==> src/rtl/vecmac_pkg.sv <==
// Shared constants, state encoding and helpers for the vector-MAC result path.
package vecmac_pkg;

    localparam int MAX_LEN    = 16;
    localparam int LEN_W      = $clog2(MAX_LEN) + 1;
    localparam int PROD_W     = 16;
    localparam int ACC_W      = PROD_W + $clog2(MAX_LEN);
    localparam int OBUF_DEPTH = 2;

    typedef enum logic [0:0] {
        IDLE  = 1'b0,
        ACCUM = 1'b1
    } state_t;

    // A length of zero, or anything beyond MAX_LEN, means "full-length vector".
    function automatic logic [LEN_W-1:0] clamp_len(input logic [LEN_W-1:0] len);
        if (len == '0 || len > LEN_W'(MAX_LEN)) begin
            return LEN_W'(MAX_LEN);
        end
        return len;
    endfunction

endpackage

==> src/rtl/vecmac_accum_if.sv <==
// Product stream in, dot-product result stream out.
interface vecmac_accum_if;
    import vecmac_pkg::*;

    logic              in_valid;
    logic [PROD_W-1:0] in_product;
    logic              out_valid;
    logic              out_ready;
    logic [ACC_W-1:0]  out_sum;

    modport master (
        output in_valid, in_product, out_ready,
        input  out_valid, out_sum
    );

    modport slave (
        input  in_valid, in_product, out_ready,
        output out_valid, out_sum
    );

endinterface

==> src/rtl/vecmac_sync_fifo.sv <==
// Small synchronous FIFO; pointers carry an extra wrap bit so full and empty
// are distinguishable without a separate counter.
module vecmac_sync_fifo #(
    parameter int WIDTH = 20,
    parameter int DEPTH = 2
) (
    input  logic             clk,
    input  logic             rst,
    input  logic             push,
    input  logic [WIDTH-1:0] push_data,
    input  logic             pop,
    output logic [WIDTH-1:0] pop_data,
    output logic             full,
    output logic             empty
);

    localparam int AW = $clog2(DEPTH);

    logic [WIDTH-1:0] mem [DEPTH];
    logic [AW:0]      wr_ptr;
    logic [AW:0]      rd_ptr;
    logic             push_ok;
    logic             pop_ok;

    assign empty    = (wr_ptr == rd_ptr);
    assign full     = (wr_ptr[AW] != rd_ptr[AW]) && (wr_ptr[AW-1:0] == rd_ptr[AW-1:0]);
    assign pop_ok   = pop && !empty;
    assign push_ok  = push && (!full || pop_ok);
    assign pop_data = mem[rd_ptr[AW-1:0]];

    // Storage and pointers; a full FIFO still accepts a push when it pops too.
    always_ff @(posedge clk or posedge rst) begin
        if (rst) begin
            wr_ptr <= '0;
            rd_ptr <= '0;
            for (int i = 0; i < DEPTH; i++) begin
                mem[i] <= '0;
            end
        end else begin
            if (push_ok) begin
                mem[wr_ptr[AW-1:0]] <= push_data;
                wr_ptr              <= wr_ptr + 1'b1;
            end
            if (pop_ok) begin
                rd_ptr <= rd_ptr + 1'b1;
            end
        end
    end

endmodule

==> src/rtl/vecmac_accum.sv <==
// Accumulates N consecutive multiplier products into one dot-product result
// and queues completed sums for the downstream valid/ready consumer.
module vecmac_accum
    import vecmac_pkg::*;
(
    input  logic             clk,
    input  logic             rst,
    input  logic [LEN_W-1:0] cfg_len,
    input  logic             flush,
    input  logic             err_clr,
    output logic             busy,
    output logic             drop_err,
    vecmac_accum_if.slave    bus
);

    state_t           state_q, state_d;
    logic [ACC_W-1:0] acc_q, acc_d;
    logic [LEN_W-1:0] cnt_q, cnt_d;
    logic [LEN_W-1:0] len_q, len_d;
    logic [LEN_W-1:0] eff_len;
    logic [ACC_W-1:0] prod_ext;
    logic             push;
    logic [ACC_W-1:0] push_data;
    logic             pop;
    logic             fifo_full;
    logic             fifo_empty;
    logic             drop;

    assign eff_len       = clamp_len(cfg_len);
    assign prod_ext      = ACC_W'(bus.in_product);
    assign bus.out_valid = !fifo_empty;
    assign pop           = bus.out_valid && bus.out_ready;
    assign drop          = push && fifo_full && !pop;
    assign busy          = (state_q == ACCUM);

    // FSM and accumulator registers.
    always_ff @(posedge clk or posedge rst) begin
        if (rst) begin
            state_q <= IDLE;
            acc_q   <= '0;
            cnt_q   <= '0;
            len_q   <= '0;
        end else begin
            state_q <= state_d;
            acc_q   <= acc_d;
            cnt_q   <= cnt_d;
            len_q   <= len_d;
        end
    end

    // Next-state logic: the length is latched on the first beat, and a flush
    // discards any beat that shares its cycle.
    always_comb begin
        state_d   = state_q;
        acc_d     = acc_q;
        cnt_d     = cnt_q;
        len_d     = len_q;
        push      = 1'b0;
        push_data = '0;
        case (state_q)
            IDLE: begin
                if (bus.in_valid && !flush) begin
                    if (eff_len == LEN_W'(1)) begin
                        push      = 1'b1;
                        push_data = prod_ext;
                    end else begin
                        acc_d   = prod_ext;
                        cnt_d   = LEN_W'(1);
                        len_d   = eff_len;
                        state_d = ACCUM;
                    end
                end
            end
            ACCUM: begin
                if (flush) begin
                    acc_d   = '0;
                    cnt_d   = '0;
                    state_d = IDLE;
                end else if (bus.in_valid) begin
                    if (cnt_q + LEN_W'(1) == len_q) begin
                        push      = 1'b1;
                        push_data = acc_q + prod_ext;
                        acc_d     = '0;
                        cnt_d     = '0;
                        state_d   = IDLE;
                    end else begin
                        acc_d = acc_q + prod_ext;
                        cnt_d = cnt_q + LEN_W'(1);
                    end
                end
            end
            default: begin
                state_d = IDLE;
            end
        endcase
    end

    // Sticky drop flag; a new drop wins over a coincident clear.
    always_ff @(posedge clk or posedge rst) begin
        if (rst) begin
            drop_err <= 1'b0;
        end else if (drop) begin
            drop_err <= 1'b1;
        end else if (err_clr) begin
            drop_err <= 1'b0;
        end
    end

    vecmac_sync_fifo #(
        .WIDTH (ACC_W),
        .DEPTH (OBUF_DEPTH)
    ) u_obuf (
        .clk       (clk),
        .rst       (rst),
        .push      (push),
        .push_data (push_data),
        .pop       (pop),
        .pop_data  (bus.out_sum),
        .full      (fifo_full),
        .empty     (fifo_empty)
    );

endmodule

==> src/flat_wrapper.sv <==
// flat-port wrapper written by rule: the top's interface ports become plain ports
module vecmac_accum_flat import vecmac_pkg::*;
  (clk, rst, cfg_len, flush, err_clr, busy, drop_err, bus_in_valid, bus_in_product, bus_out_ready, bus_out_valid, bus_out_sum);
  vecmac_accum_if bus_i ();
  input  logic clk;
  input  logic rst;
  input  logic [LEN_W-1:0] cfg_len;
  input  logic flush;
  input  logic err_clr;
  output logic busy;
  output logic drop_err;
  input wire logic [$bits(bus_i.in_valid)-1:0] bus_in_valid;
  input wire logic [$bits(bus_i.in_product)-1:0] bus_in_product;
  input wire logic [$bits(bus_i.out_ready)-1:0] bus_out_ready;
  output wire logic [$bits(bus_i.out_valid)-1:0] bus_out_valid;
  output wire logic [$bits(bus_i.out_sum)-1:0] bus_out_sum;
  assign bus_i.in_valid = bus_in_valid;
  assign bus_i.in_product = bus_in_product;
  assign bus_i.out_ready = bus_out_ready;
  assign bus_out_valid = bus_i.out_valid;
  assign bus_out_sum = bus_i.out_sum;
  vecmac_accum u_core (.clk(clk), .rst(rst), .cfg_len(cfg_len), .flush(flush), .err_clr(err_clr), .busy(busy), .drop_err(drop_err), .bus(bus_i));
endmodule
==> config.mk <==
export PLATFORM = sky130hd
export DESIGN_NAME = vecmac_accum_flat
export DESIGN_NICKNAME = d
export VERILOG_FILES = /design/src/rtl/vecmac_pkg.sv /design/src/rtl/vecmac_accum_if.sv /design/src/rtl/vecmac_sync_fifo.sv /design/src/rtl/vecmac_accum.sv /design/src/flat_wrapper.sv
export SDC_FILE = /design/constraint.sdc
export NUM_CORES = 1
export LEC_CHECK = 0
export ABC_AREA = 0
export CAP_MARGIN = 10
export CORE_MARGIN = 2
export CORE_UTILIZATION = 25
export CTS_BUF_LIST = sky130_fd_sc_hd__clkbuf_4
export DETAILED_ROUTE_END_ITERATION = 10
export DONT_BUFFER_PORTS = 1
export GPL_TIMING_DRIVEN = 1
export HOLD_SLACK_MARGIN = 0.03
export PLACE_DENSITY_LB_ADDON = 0.2
export SYNTH_ARGS = -nofsm -noshare
export SYNTH_HDL_FRONTEND = slang
export SYNTH_SLANG_ARGS = --single-unit
==> constraint.sdc <==
create_clock -name clk -period 3.5 [get_ports clk]
set_input_delay 0.175 -clock clk [delete_from_list [all_inputs] [get_ports clk]]
set_output_delay 0.175 -clock clk [all_outputs]
set_load 0.01 [all_outputs]
==> impl_metrics.json <==
{
  "drt-pass1-iter-count": 4,
  "synthTopCellsByCount": "dfrtp_1 (76), nand2_1 (45), mux2_2 (38)",
  "vias": 3861,
  "post-dp-hpwl_um": 9810,
  "drive_above_1_share_pct": 17.1,
  "max-vdd-ir-drop_mv": 0.179,
  "synth_cells": 479,
  "synth_seq_cells": 76,
  "drt-vias-per-instance": 5.15,
  "synth_edf_count": 0,
  "fmax_mhz": 345,
  "status": "completed",
  "ant_nets": 0,
  "antenna_found_initial": 1,
  "ys_warn_count": 0,
  "syn_area_per_cell_sq_um": 9.99,
  "cpMaxStageDelayCell": "a221oi_1",
  "die_area_sq_um": 20300,
  "nFillCells": 1973,
  "cts_resized": 0,
  "setup_viol_count_final": 0,
  "fin_worst_skew_ps": 25.2,
  "drt_iter0_markers": 323,
  "total_power_mw": 2.77,
  "clock-root-buffer": "clkbuf_4",
  "crit_fanout": 3,
  "cap_violations": 0,
  "worst-setup-path-type": "reg -> reg",
  "cts_buffers": 9,
  "synthMostInstantiatedCell": "dfrtp_1",
  "regArea_sq_um": 1900,
  "slowest_delay_ps": 500,
  "coreArea_sq_um": 18800,
  "synth_top_cells_by_area": "dfrtp_1 (40%), mux2_2 (8.9%), ha_1 (4.7%), nand2_1 (3.5%), a21oi_1 (3.0%)",
  "path_cells": "ha_1 > fa_1 > a21o_1 > a221oi_1 > a21oi_1 > o21ai_0 > or3b_2 > a31oi_1",
  "finalHoldViolCount": 0,
  "hold_path.class": "in -> reg",
  "htreeDepth": 3,
  "gr-total-overflow": 0,
  "crit_required_ps": 3880,
  "arrival_ps": 3280,
  "grt_pass1_wl_um": 22100,
  "clkSinkCount": 76,
  "drt-wirelength-per-cell_um": 18.7,
  "start_util_pct": 25.5,
  "cp_top_family": "compound AO/OA/AOI/OAI gates",
  "route.detailed.drc": 0,
  "fin_setup_tns_ps": 0,
  "end_kind": "flop",
  "clk_latency_ps": 460,
  "placed_cell_area_sq_um": 5060,
  "final_net_count": 555,
  "track_usage_pct": 14.2,
  "holdWs_ps": 72.8,
  "yosysTopAreaCellShare_pct": 39.7,
  "cts_buffer_depth": 2,
  "report.final.slew_viol_count": 0,
  "ys_seq_area_share_pct": 39.7,
  "area_delta_synth_final_pct": 15.3,
  "leakage_nw": 2.37,
  "synth_top_area_cell": "dfrtp_1",
  "port_buffers": 0,
  "tightest_slew_ps": 730,
  "post-route-period-util_pct": 82.9,
  "dieWidth_um": 142,
  "rsz0062_at_grt": "no",
  "rows": 50,
  "slew_headroom_pct": 51.3,
  "power_density_nw_per_um2": 502,
  "path_buf_inv": 0,
  "die_y_um": 142,
  "grt_max_degree": 60,
  "num_io_pins": 50,
  "synth-main-ff-cell": "dfrtp_1",
  "cts_tree": "done",
  "gp_congestion": 0.881,
  "wirelength_um": 14000,
  "startpoint_type": "flop",
  "grt_pass1_vias": 3948,
  "synth.distinct_cells": 66,
  "multi_input_area_sq_um": 2710,
  "period_needed_ps": 2900,
  "post-route-cell-area_sq_um": 5520,
  "postLayoutCoreUtil_pct": 29.4,
  "ys_async_sr_fraction_pct": 100,
  "clk_pin_slew_worst_paths_ps": 130,
  "synth_fp_nets": 525,
  "syn-cell-area_sq_um": 4790
}
## what timing repair did
item,in CTS,in global routing
setup buffers,0,0
hold endpoints to repair,105,0
hold buffers,29,0
## tightest hold or removal path, stage by stage
cell     delay [ps]
nor2_1           50
nand2_1          60
ha_1            150
a21oi_1          60
## through the flow
step / setup slack [ps] / instances
floorplan: 1020 / 479
global placement: 700 / 702
detailed placement: 669 / 702
CTS: 649 / 747
global route: 415 / 749
finish: 598 / 749
## layer usage
metal	track usage, %	wire [um]
met2	21.9	6190
met4	3.86	142
met5	0	0
met1	19.6	6780
met3	3.87	875
## cells by family (layout without fill, tap and decap cells)
kind of cell / count (synthesis) / after routing / share of synthesized area, %
buffers and inverters: 38 / 73 / 3.66
XOR/XNOR: 26 / 26 / 5.04
multiplexers: 46 / 46 / 11.1
adder cells (fa/ha/maj): 19 / 19 / 5.12
AO/OA/AOI/OAI: 137 / 137 / 20.5
AND/OR/NAND/NOR: 137 / 137 / 14.8
other: 0 / 1 / 0
flip-flops: 76 / 76 / 39.7
## placed cells by master, fill, tap and decap left out, types with 8 or more instances in the layout
cell,instances
mux2_2,38
nor2b_1,9
nor3_1,9
a31oi_1,13
ha_1,18
nand2_1,45
dlygate4sd3_1,29
buf_4,11
a32o_1,8
o21ai_0,23
inv_1,14
xor2_1,11
nand3_1,10
nand2b_1,18
clkbuf_4,11
a21oi_1,29
xnor2_1,14
dfrtp_1,76
a21o_1,8
nor2_1,17
o221ai_1,13
## power by group
group,leakage (nW),internal [mW],switching (mW),total [mW]
Clock,0.0783,0.231,0.332,0.563
Combinational,1.29,0.442,0.671,1.11
Sequential,1.01,1.01,0.0898,1.10
## state kept, by name, summed over array words and instances, names as in the netlist
signal and cells:
u_core.acc_q 20, u_core.busy 1, u_core.cnt_q 5, u_core.drop_err 1, u_core.len_q 5, u_core.u_obuf.mem 40, u_core.u_obuf.rd_ptr 2, u_core.u_obuf.wr_ptr 2
## layout make-up
class	count	share of cell area, %
Timing Repair Buffer	42	7.62
Sequential cell	76	34.5
Clock buffer	11	1.50
Clock inverter	5	0.952
Inverter	15	1.04
Multi-Input combinational cell	365	49.1
Tap cell	234	5.30
Antenna cell	1	0.0453
## final timing paths
kind,from,to,slack [ps],cells after the start
hold / removal,cfg_len[1],u_core.len_q[4]$_DFFE_PP0P_,70,4
setup reg to reg,u_core.acc_q[0]$_DFFE_PP0P_,u_core.u_obuf.mem[30]$_DFFE_PP0P_,600,8
hold reg to reg,u_core.u_obuf.wr_ptr[1]$_DFFE_PP0P_,u_core.u_obuf.wr_ptr[1]$_DFFE_PP0P_,500,1
min in group asynchronous,rst,u_core.u_obuf.mem[7]$_DFFE_PP0P_,110,2
setup / recovery,u_core.acc_q[0]$_DFFE_PP0P_,u_core.u_obuf.mem[30]$_DFFE_PP0P_,600,8
max in group asynchronous,rst,u_core.acc_q[8]$_DFFE_PP0P_,2490,4
No activity file was read; power rests on OpenSTA's default activity.
